--- src/rtl/uart_pkg.sv ---
// Shared UART definitions: FSM state encoding and bit-timing helpers.
// Both the receiver and the transmitter use this package.
package uart_pkg;

  typedef enum logic [1:0] {
    StIdle  = 2'd0,
    StStart = 2'd1,
    StData  = 2'd2,
    StStop  = 2'd3
  } uart_state_e;

  function automatic int unsigned bit_cycles(input int unsigned clk_freq,
                                             input int unsigned baudrate);
    return clk_freq / baudrate;
  endfunction

  function automatic int unsigned half_cycles(input int unsigned clk_freq,
                                              input int unsigned baudrate);
    return bit_cycles(clk_freq, baudrate) / 2;
  endfunction

endpackage

--- src/rtl/sync_2ff.sv ---
// Two-flop synchronizer for a single asynchronous input bit.
// The flops reset to RESET_VALUE so an idle-high line does not look like an edge.
module sync_2ff #(
  parameter bit RESET_VALUE = 1'b1
) (
  input  logic clk,
  input  logic rst,
  input  logic din,
  output logic dout
);

  logic meta;

  always_ff @(posedge clk or posedge rst) begin
    if (rst) begin
      meta <= RESET_VALUE;
      dout <= RESET_VALUE;
    end else begin
      meta <= din;
      dout <= meta;
    end
  end

endmodule

--- src/rtl/uart_rx.sv ---
// UART receiver: 1 start bit, BITLEN data bits MSB first, 1 stop bit, no parity.
// Start bit is confirmed at mid-bit, data and stop bits sampled one bit period apart.
module uart_rx
  import uart_pkg::*;
#(
  parameter int unsigned BAUDRATE = 115200,
  parameter int unsigned CLK_FREQ = 100_000_000,
  parameter int unsigned BITLEN   = 8
) (
  input  logic              clk,
  input  logic              rst,
  input  logic              rx,
  output logic [BITLEN-1:0] data,
  output logic              data_valid,
  output logic              frame_error,
  output logic              busy
);

  localparam int unsigned BITCYCLE  = bit_cycles(CLK_FREQ, BAUDRATE);
  localparam int unsigned HALFCYCLE = half_cycles(CLK_FREQ, BAUDRATE);
  localparam int unsigned CNT_W     = $clog2(BITCYCLE);
  localparam int unsigned IDX_W     = $clog2(BITLEN) + 1;

  localparam logic [CNT_W-1:0] BIT_LAST  = CNT_W'(BITCYCLE - 1);
  localparam logic [CNT_W-1:0] HALF_LAST = CNT_W'(HALFCYCLE - 1);
  localparam logic [IDX_W-1:0] IDX_LAST  = IDX_W'(BITLEN - 1);

  logic              rx_sync;
  uart_state_e       state;
  logic [CNT_W-1:0]  cnt;
  logic [IDX_W-1:0]  idx;
  logic [BITLEN-1:0] shift;

  sync_2ff #(
    .RESET_VALUE (1'b1)
  ) u_sync (
    .clk  (clk),
    .rst  (rst),
    .din  (rx),
    .dout (rx_sync)
  );

  always_ff @(posedge clk or posedge rst) begin
    if (rst) begin
      state       <= StIdle;
      cnt         <= '0;
      idx         <= '0;
      shift       <= '0;
      data        <= '0;
      data_valid  <= 1'b0;
      frame_error <= 1'b0;
      busy        <= 1'b0;
    end else begin
      data_valid  <= 1'b0;
      frame_error <= 1'b0;
      unique case (state)
        StIdle: begin
          cnt <= '0;
          idx <= '0;
          if (!rx_sync) begin
            state <= StStart;
            busy  <= 1'b1;
          end
        end
        StStart: begin
          if (cnt == HALF_LAST) begin
            cnt <= '0;
            // A line that is high again at mid start bit was only a glitch.
            if (!rx_sync) begin
              state <= StData;
            end else begin
              state <= StIdle;
              busy  <= 1'b0;
            end
          end else begin
            cnt <= cnt + 1'b1;
          end
        end
        StData: begin
          if (cnt == BIT_LAST) begin
            cnt   <= '0;
            shift <= (shift << 1) | BITLEN'(rx_sync);
            if (idx == IDX_LAST) begin
              idx   <= '0;
              state <= StStop;
            end else begin
              idx <= idx + 1'b1;
            end
          end else begin
            cnt <= cnt + 1'b1;
          end
        end
        StStop: begin
          if (cnt == BIT_LAST) begin
            cnt   <= '0;
            state <= StIdle;
            busy  <= 1'b0;
            if (rx_sync) begin
              data       <= shift;
              data_valid <= 1'b1;
            end else begin
              frame_error <= 1'b1;
            end
          end else begin
            cnt <= cnt + 1'b1;
          end
        end
        default: begin
          state <= StIdle;
          cnt   <= '0;
          idx   <= '0;
          busy  <= 1'b0;
        end
      endcase
    end
  end

endmodule

--- config.mk ---
export PLATFORM = sky130hd
export DESIGN_NAME = uart_rx
export DESIGN_NICKNAME = d
export VERILOG_FILES = /design/src/rtl/uart_pkg.sv /design/src/rtl/sync_2ff.sv /design/src/rtl/uart_rx.sv
export SDC_FILE = /design/constraint.sdc
export NUM_CORES = 1
export LEC_CHECK = 0
export CORE_MARGIN = 2
export CORE_UTILIZATION = 42
export DETAILED_ROUTE_END_ITERATION = 10
export SLEW_MARGIN = 5
export SYNTH_ARGS = -nofsm -noshare
export SYNTH_HDL_FRONTEND = slang
export SYNTH_SLANG_ARGS = --single-unit
--- constraint.sdc ---
create_clock -name clk -period 1.9 [get_ports clk]
set_input_delay 0.19 -clock clk [delete_from_list [all_inputs] [get_ports clk]]
set_output_delay 0.19 -clock clk [all_outputs]
set_load 0.05 [all_outputs]
; After elaboration in Yosys (flattened, before gate mapping)
; Cells that the tools add are included.
[classes]
n_addsub = 2
n_eq_ne = 12
mux = 24
bitwise_logic = 1
reduce_logical = 9
[op_table]
columns = cell, n
row1 = 10-bit case mux with 3 select lines, 1
row2 = 10-bit two-way mux, 2
row3 = 2-bit two-way mux, 6
row4 = "10-bit by 1-bit adder with 10-bit output, second input constant", 1
row5 = "10-bit equality test, second input constant", 1
row6 = "10-bit by 9-bit equality test with 1-bit output, second input constant", 1
row7 = 1-bit two-way mux, 10
row8 = "2-bit != test, second input constant", 5
row9 = 5-bit AND reduction, 2
row10 = 4-bit two-way mux, 2
row11 = 8-bit by 1-bit bitwise OR with 8-bit output, 1
row12 = 2-bit case mux with 4 select lines, 1
row13 = 4-bit case mux with 2 select lines, 1
row14 = "4-bit by 1-bit adder with 4-bit output, second input constant", 1
row15 = "2-bit equality test, second input constant", 2
row16 = "4-bit by 3-bit equality test with 1-bit output, second input constant", 1
row17 = 2-bit AND reduction, 2
row18 = 1-bit case mux with 3 select lines, 1
row19 = 3-bit AND reduction, 1
row20 = 3-bit nonzero test, 1
row21 = "2-bit by 1-bit equality test with 1-bit output, second input constant", 1
row22 = 2-bit zero test, 1
row23 = "2-bit by 1-bit != test with 1-bit output, second input constant", 1
row24 = 2-bit nonzero test, 1
row25 = 2-bit OR reduction, 1
[totals]
regBits = 37
in_bits = 3
output_inout_bits = 11
word_cells = 58

; Logic depth before layout (Yosys ltp)
; Gate-level depths: netlist of the first run.
[logic_depth]
depth_word = 4
depth_mapped = 7
mapped_depth_nobuf = 6

; Modules after synthesis
; A second synthesis of the first run with hierarchy kept.
[unflattened]
hier_cells = 142
hier_area_um2 = 1702.9
[modules_own_cells]
columns = mod, instances, cells_each, area_per_inst_um2, seq_area_each_um2
row1 = uart_rx, 1, 139, 1646.6, 875.8
row2 = sync_2ff, 1, 3, 56.3, 52.6

; Worst setup path before layout of the first run
; No wires, ideal clock.
[synth_timing]
path_type = register to register
from = reg cnt[0]
to = reg data[0]
setup_time_ns = 0.125
t_arrival_ns = 1.779
t_required_ns = 1.775
path_slack_ns = -0.003
stages_incl_launch_ff = 7
n_path_buf = 1
synth_period_minus_slack_ns = 1.903
path_cell_list = dfrtp_1 > ha_1 > nand4bb_1 > nor3_2 > and3_1 > buf_4 > mux2_2
[synth_between]
elab_chain_cells = 2
[synth_rtl]
columns = element, line
row1 = "start, declared", uart_rx.sv:30  ; logic [CNT_W-1:0] cnt;
row2 = "start signal, assigned", uart_rx.sv:76  ; cnt <= cnt + 1'b1;
row3 = "start signal, assigned", uart_rx.sv:90  ; cnt <= cnt + 1'b1;
row4 = "start signal, assigned", uart_rx.sv:105  ; cnt <= cnt + 1'b1;
row5 = 10-bit equality test, uart_rx.sv:94  ; if (cnt == BIT_LAST) begin
row6 = 3-bit AND reduction (no line), n/a
row7 = "end signal, assigned", uart_rx.sv:99  ; data <= shift;
row8 = "end, declared", uart_rx.sv:13  ; output logic [BITLEN-1:0] data,
; No other way between the ends.
; A chain may end at the register's enable or synchronous reset.

; Final worst setup path of the first run
[layout_timing]
from = reg cnt[2]
to = reg data[2]
; The elaborated chain is that of the path after synthesis.

==> metrics, run 1 <==
Pre-antenna DRT Iters=4; Boundary Pins=14; relative contribution of sequential cells to total power=0.532; Largest stage delay, worst path=0.45 ns; synthesized area divided by synthesized cell count=roughly 12 µm²; total power=about 0.0015 W; worst-skew pair later-pin latency=0.28 ns; via count of the first global-routing pass=between 1000 and 1500; worst path cell trace=or3b_4 > nor3_2 > and3_4 > buf_12 > mux2_2; CTS H-tree depth=2; Sink Count=37; Die Width=around 67 µm; slew at the pin closest to its max-slew limit=~0.51 ns; Place WS=-0.01887 ns; chip height=67.04 µm; clock slew seen by the registers of the worst setup and hold paths=approximately 0.07 ns; area growth from synthesis to layout=26.39%; final worst setup slack=about 0.058 ns; starting DRC count in detailed routing=slightly below 70; worst endpoint required time=2.06 ns; critical path data arrival time=2.00 ns; global route overflow=0; ratio of final minimum period to clock period=0.9697; via density per instance=approximately 5.2; post-route core utilization=0.5635; clock group share of total power=0.454; fin. max-slew vios=0; worst max-slew margin expressed relative to the limit=0.6623; combinational share of power=0.014; clock buffers created by TritonCTS=5; Fin. Hold Viols=0; number of nets in the synthesized netlist=147; Internal Power=about 0.0012 W; Crit path max-delay family=simple AND/OR/NAND/NOR gates; via count=roughly 1200; clock buffer depth=2; proportion of layout cells with a drive suffix above 1=0.3006; number of standard cells after synthesis=141; routability-driven placement congestion ratio=approximately 0.8; Cell Rows=22; CTS tree=yes; Worst Path Class, Setup=flip-flop to flip-flop; Post-layout nets=178; number of buffers and inverters on the critical path=1; crit start category=flip-flop; pin count of the biggest net entering global routing=38; initial antenna violation count=0; Net Sw Frac=0.1792; Core ar.=~3700 µm²; Die Footprint=approximately 4500 µm²; Mapped Area=around 1700 µm²; static leakage=between 0.9 and 1 nW; flops & latches, synth=37; cell accounting for the most synthesized area=sky130_fd_sc_hd__dfrtp_1; n_diodes=0; Antenna Violating Nets Remaining=0; Power Dens Cells=just over 700 nW/µm²; wire length after detailed routing=3096 µm; peak ir drop on the vdd network=about 460 µV; setup-violating endpoint count in the final report=0; net switching power of the design=0.0002675 W; first-pass GRT wire length=5457 µm; distinct cell type count of the synthesized netlist=33; overall fraction of global-route tracks in use=0.1668; average wire length per cell after detail routing=about 14 µm; type of element capturing the critical path=flip-flop; internal reg-to-reg setup slack=roughly 0.058 ns; Port-buffer cells=13; sequential fraction of the synthesis area=0.5562; top cells by area in the synthesized netlist=sky130_fd_sc_hd__dfrtp_1 52%, sky130_fd_sc_hd__mux2_2 11%, sky130_fd_sc_hd__nor3_1 4.5%; Yosys top cell area share=0.5247; Initial Utilization=0.4459; worst clock skew=about 0.008 ns; number of DRC violations after detailed routing=0; largest fanout on the critical path=9; Achievable Freq=around 0.54 GHz; status=finished, final reports clean; DPL Wire Length=roughly 2300 µm; worst-path cell with the longest stage delay=sky130_fd_sc_hd__or3b_4; library cell used as clock root buffer=sky130_fd_sc_hd__clkbuf_8; warning count from the yosys run=0; worst min path class=primary input to asynchronous set/reset pin; count of max-cap constraint violations=0; sum of negative setup slack=0 ns; shortest period the worst path allows=~1.8 ns
## power groups by stage
stage | Sequential [W] | Combinational, W | Clock, W
final | 0.000794 | 0.0000207 | 0.000678
after global routing | 0.000793 | 0.0000245 | 0.000737
after CTS | 0.000794 | 0.0000224 | 0.000700
after detailed placement | 0.000809 | 0.0000223 | 0
after global placement | 0.000808 | 0.0000216 | 0
after floorplan | 0.000807 | 0.0000123 | 0
## metrics by stage
stage	hold slack, ns	instance area [µm²]	instances
after floorplan	0.1945	1674	141
after global placement	0.3468	1963	212
after detailed placement	0.3509	1963	212
after CTS	0.3161	2082	220
after global routing	0.3114	2110	221
final	0.3132	2110	221
## worst paths after layout
path,start,to,cells after the start
worst max-delay path,cnt[2],data[2],5
max in group asynchronous,rst,u_sync.dout,3
worst max register to register,cnt[2],data[2],5
min in group clk,rx,u_sync.meta,1
worst min-delay path,rst,idx[0],3
worst min register to register,u_sync.meta,u_sync.dout,0
## layout make-up
type	instances	area, µm²
well taps	48	60.06
clock buffers	7	86.33
multi-input cells	94	714.4
flip-flops and latches	37	929.6
clock inverters	1	30.03
inverters	4	15.01
repair buffers	30	274.0
fillers	330	1634
## tightest hold or removal path: cells and delay by family
kind	cells	cell delay, ns
buffers and inverters	3	0.84
## sequential cells by signal, summed over array words and instances (netlist names), named ones only
| name | cells |
|---|---|
| frame_error | 1 |
| u_sync.meta | 1 |
| idx | 4 |
| cnt | 10 |
| u_sync.dout | 1 |
| data | 8 |
| data_valid | 1 |
| state | 1 |
| shift | 8 |
| busy | 1 |
## per-layer routing
metal,global-route usage,part of all wire,up-vias,routed length [µm]
met3,0.05405,0.031,2,96
met1,0.1974,0.43,575,1327
li1,-,-,567,-
met4,0.06122,0.0071,0,22
met5,0,0,-,0
met2,0.2809,0.53,16,1649
## cells in the final DEF (no fill, tap or decap), types with 2 or more instances in the layout
| cell type | count |
|---|---|
| sky130_fd_sc_hd__ha_1 | 3 |
| sky130_fd_sc_hd__buf_4 | 15 |
| sky130_fd_sc_hd__clkdlybuf4s50_1 | 13 |
| sky130_fd_sc_hd__xor2_1 | 2 |
| sky130_fd_sc_hd__xnor2_1 | 6 |
| sky130_fd_sc_hd__clkbuf_8 | 6 |
| sky130_fd_sc_hd__dfstp_2 | 2 |
| sky130_fd_sc_hd__dfrtp_1 | 34 |
| sky130_fd_sc_hd__nand3_1 | 5 |
| sky130_fd_sc_hd__nor2_1 | 10 |
| sky130_fd_sc_hd__nand4_1 | 3 |
| sky130_fd_sc_hd__a21oi_1 | 2 |
| sky130_fd_sc_hd__nor3_1 | 15 |
| sky130_fd_sc_hd__inv_1 | 4 |
| sky130_fd_sc_hd__a221o_1 | 3 |
| sky130_fd_sc_hd__nand2_1 | 12 |
| sky130_fd_sc_hd__mux2_2 | 16 |
## synthesized netlist by cell type
cell,count
sky130_fd_sc_hd__nand2_1,12
sky130_fd_sc_hd__buf_6,1
sky130_fd_sc_hd__nand4bb_1,1
sky130_fd_sc_hd__nor2_1,10
sky130_fd_sc_hd__ha_1,3
sky130_fd_sc_hd__xnor2_1,6
sky130_fd_sc_hd__o2bb2ai_1,1
sky130_fd_sc_hd__dfstp_2,2
sky130_fd_sc_hd__nor3b_1,1
sky130_fd_sc_hd__and3_1,2
sky130_fd_sc_hd__xor2_1,2
sky130_fd_sc_hd__a221o_1,3
sky130_fd_sc_hd__a311oi_1,1
sky130_fd_sc_hd__inv_1,4
sky130_fd_sc_hd__o21ba_2,1
sky130_fd_sc_hd__buf_4,1
sky130_fd_sc_hd__nor4_1,1
sky130_fd_sc_hd__or3b_1,1
sky130_fd_sc_hd__clkbuf_1,4
sky130_fd_sc_hd__nor3_2,1
sky130_fd_sc_hd__mux2_2,16
sky130_fd_sc_hd__or4_1,1
sky130_fd_sc_hd__o211ai_1,1
sky130_fd_sc_hd__a21boi_0,1
sky130_fd_sc_hd__dfrtp_1,35
sky130_fd_sc_hd__nor3_1,15
sky130_fd_sc_hd__a21oi_1,2
sky130_fd_sc_hd__nand4_1,3
sky130_fd_sc_hd__a211o_1,1
sky130_fd_sc_hd__or4b_1,1
sky130_fd_sc_hd__nor4_4,1
sky130_fd_sc_hd__nand3_1,5
sky130_fd_sc_hd__nor3_4,1
## what timing repair did
item,in CTS,in global routing
gates cloned,0,0
endpoints found under the setup margin,8,16
hold buffers,0,0
gates resized for setup,1,6
buffers inserted,0,1
hold endpoints to repair,0,0
## logic make-up after synthesis
group,Yosys count,share of synthesized area
AO/OA/AOI/OAI,11,0.05473
XOR/XNOR,8,0.04198
adder cells (fa/ha/maj),3,0.02249
buffers and inverters,10,0.02923
flip-flops,37,0.5562
multiplexers,16,0.1079
AND/OR/NAND/NOR,56,0.1874
Power figures use the tool's default switching activity.
==> inputs of run 2 (changes only) <==
--- a/config.mk
+++ b/config.mk
@@ -8,7 +8,7 @@
 export CORE_MARGIN = 2
 export CORE_UTILIZATION = 42
 export DETAILED_ROUTE_END_ITERATION = 10
-export SLEW_MARGIN = 5
+export GPL_TIMING_DRIVEN = 0
 export SYNTH_ARGS = -nofsm -noshare
 export SYNTH_HDL_FRONTEND = slang
 export SYNTH_SLANG_ARGS = --single-unit
==> constraint.sdc (replaced) <==
create_clock -name clk -period 2.2 [get_ports clk]
set_input_delay 0.22 -clock clk [delete_from_list [all_inputs] [get_ports clk]]
set_output_delay 0.22 -clock clk [all_outputs]
set_load 0.05 [all_outputs]
==> run 2 against run 1 <==
  * Non-clock buffer count is 11 lower
  * Cell count is 5.0% lower
  * Clock power is 13% lower
  * Utilization is 3.5 points lower
  * Global-route usage is 1.0 points lower
  * Maximum frequency is 11% lower
  * Sequential share of layout area is 2.8 points higher
  * Clock skew is 0.0049 ns lower
  * Critical path type unchanged
  * Largest power group unchanged
==> metrics, run 2 (same netlist as run 1, synthesis figures left out) <==
status=finished, final reports clean; setup repair after global routing missed its margin=false; type of element capturing the critical path=flip-flop; Worst Path Class, Setup=flip-flop to flip-flop; Core ar.=approximately 3700 µm²; Reg2Reg Depth=4; CTS H-tree depth=2; first-pass GRT wire length=5195 µm; DP Area=about 1900 µm²; commonest non-fill, non-tap cells in the layout=35 x sky130_fd_sc_hd__dfrtp_1, 16 x sky130_fd_sc_hd__mux2_2, 15 x sky130_fd_sc_hd__nor3_1; pin count of the biggest net entering global routing=38; final cell area excluding filler cells=1979 µm²; Antenna Violating Nets Remaining=0; clock buffer depth=2; most common library cell in the layout ignoring fill and taps=sky130_fd_sc_hd__dfrtp_1; ratio of final minimum period to clock period=0.9358; Pre-antenna DRT Iters=4; wire length after detailed routing=between 3000 and 4000 µm; Die Footprint=~4500 µm²; critical path data arrival time=between 2 and 2.5 ns; number of DRC violations after detailed routing=0; Fin. Hold Viols=0; worst min path class=primary input to flip-flop; fin. max-slew vios=0; post-CTS setup repair buffer count=0; via density per instance=about 5.4; clock buffers created by TritonCTS=5; slew at the pin closest to its max-slew limit=about 0.73 ns; initial antenna violation count=0; static leakage=between 0.8 and 0.9 nW; worst endpoint required time=2.38 ns; Boundary Pins=14; shortest period the worst path allows=2.059 ns; largest fanout on the critical path=8; starting DRC count in detailed routing=44; worst max-slew margin expressed relative to the limit=0.5117; Initial Utilization=0.4459; via count=roughly 1100; Largest stage delay, worst path=between 0.5 and 0.6 ns; CTS tree=yes; Port-buffer cells=13; hold path cells=1; n_diodes=0; origin of the critical flop-to-flop path=cnt[2]; post-cts repair resize count=0; chip height=about 67 µm; setup-violating endpoint count in the final report=0; Post-layout nets=roughly 170; top flop regs=cnt (10), data (8), shift (8); DPL Wire Length=2094 µm; Power Dens Cells=about 650 nW/µm²; area growth from synthesis to layout=18.59%; clock slew seen by the registers of the worst setup and hold paths=approximately 0.080 ns; worst-path cell with the longest stage delay=sky130_fd_sc_hd__nor4_4; count of max-cap constraint violations=0; Die Width=approximately 67 µm; proportion of layout cells with a drive suffix above 1=0.2099; non-filler cells in the finished layout=between 200 and 250; Sink Count=37; routability-driven placement congestion ratio=between 0.8 and 0.9; library cell used as clock root buffer=sky130_fd_sc_hd__clkbuf_8; Placed Cells=around 200; via count of the first global-routing pass=1154; register name with the most flops=cnt; crit start category=flip-flop; internal reg-to-reg setup slack=roughly 0.14 ns; peak ir drop on the vdd network=587.4 µV; worst path cell trace=or3b_1 > buf_6 > nor4_4 > mux2_2; worst-skew pair later-pin latency=between 0.2 and 0.3 ns; Min-Delay Startpoint=rx; sum of negative setup slack=0 ns; average wire length per cell after detail routing=roughly 14 µm; hold-fix buffers at CTS=0; Achievable Freq=~0.49 GHz; global route overflow=0; worst clock skew=0.002938 ns; max reg flops=10; Cell Rows=22; worst setup path startpoint=cnt[2]; overall fraction of global-route tracks in use=0.1569
==> run 2: worst max-delay path, delay by kind of cell, from the launching register on <==
kind | cells | cell delay [ns]
buffers and inverters | 1 | 0.15
DFF | 1 | 0.42
muxes | 1 | 0.41
and+or+nand+nor | 2 | 0.97
==> run 2: path summary, 6_finish.rpt <==
| check | endpoint |
|---|---|
| worst max-delay path | shift[2] |
| worst min register to register | u_sync.dout |
| max in group asynchronous | idx[2] |
| worst min-delay path | u_sync.meta |
| min in group asynchronous | idx[0] |
| worst max register to register | shift[2] |
==> run 2: final cells by class <==
type / count / area, µm²
repair buffers: 13 / 130.1
clock buffers: 5 / 68.82
well taps: 48 / 60.06
multi-input cells: 94 / 696.9
flip-flops and latches: 37 / 928.4
fillers: 351 / 1764
inverters: 4 / 15.01
plain buffers: 6 / 33.78
clock inverters: 3 / 46.29
==> run 2: report_power, final <==
part / internal (W) / switching (W) / leakage (nW)
registers: 0.000683 / 0.00000191 / 0.490
logic: 0.00000372 / 0.0000130 / 0.338
clock network: 0.000339 / 0.000252 / 0.0543
total: 0.00103 / 0.000266 / 0.882
==> run 2: stage by stage <==
step / power, W / hold slack [ns] / utilization / setup slack (ns)
after global routing: 0.001345 / 0.3318 / 0.5287 / 0.05202
after detailed placement: 0.0007162 / 0.3529 / 0.4967 / 0.05924
after floorplan: 0.0007080 / 0.2245 / - / 0.2966
final: 0.001292 / 0.3353 / 0.5287 / 0.1413
after global placement: 0.0007153 / 0.3478 / 0.4967 / 0.1081
after CTS: 0.001307 / 0.3326 / 0.5274 / 0.04424
==> run 2: routing by layer <==
layer / routed length (µm) / GRT usage / vias to the layer above
met2: 1446 / 0.2562 / 29
met5: 0 / 0 / -
li1: - / - / 542
met1: 1392 / 0.1974 / 559
met4: 30 / 0.04592 / 0
met3: 160 / 0.05068 / 4
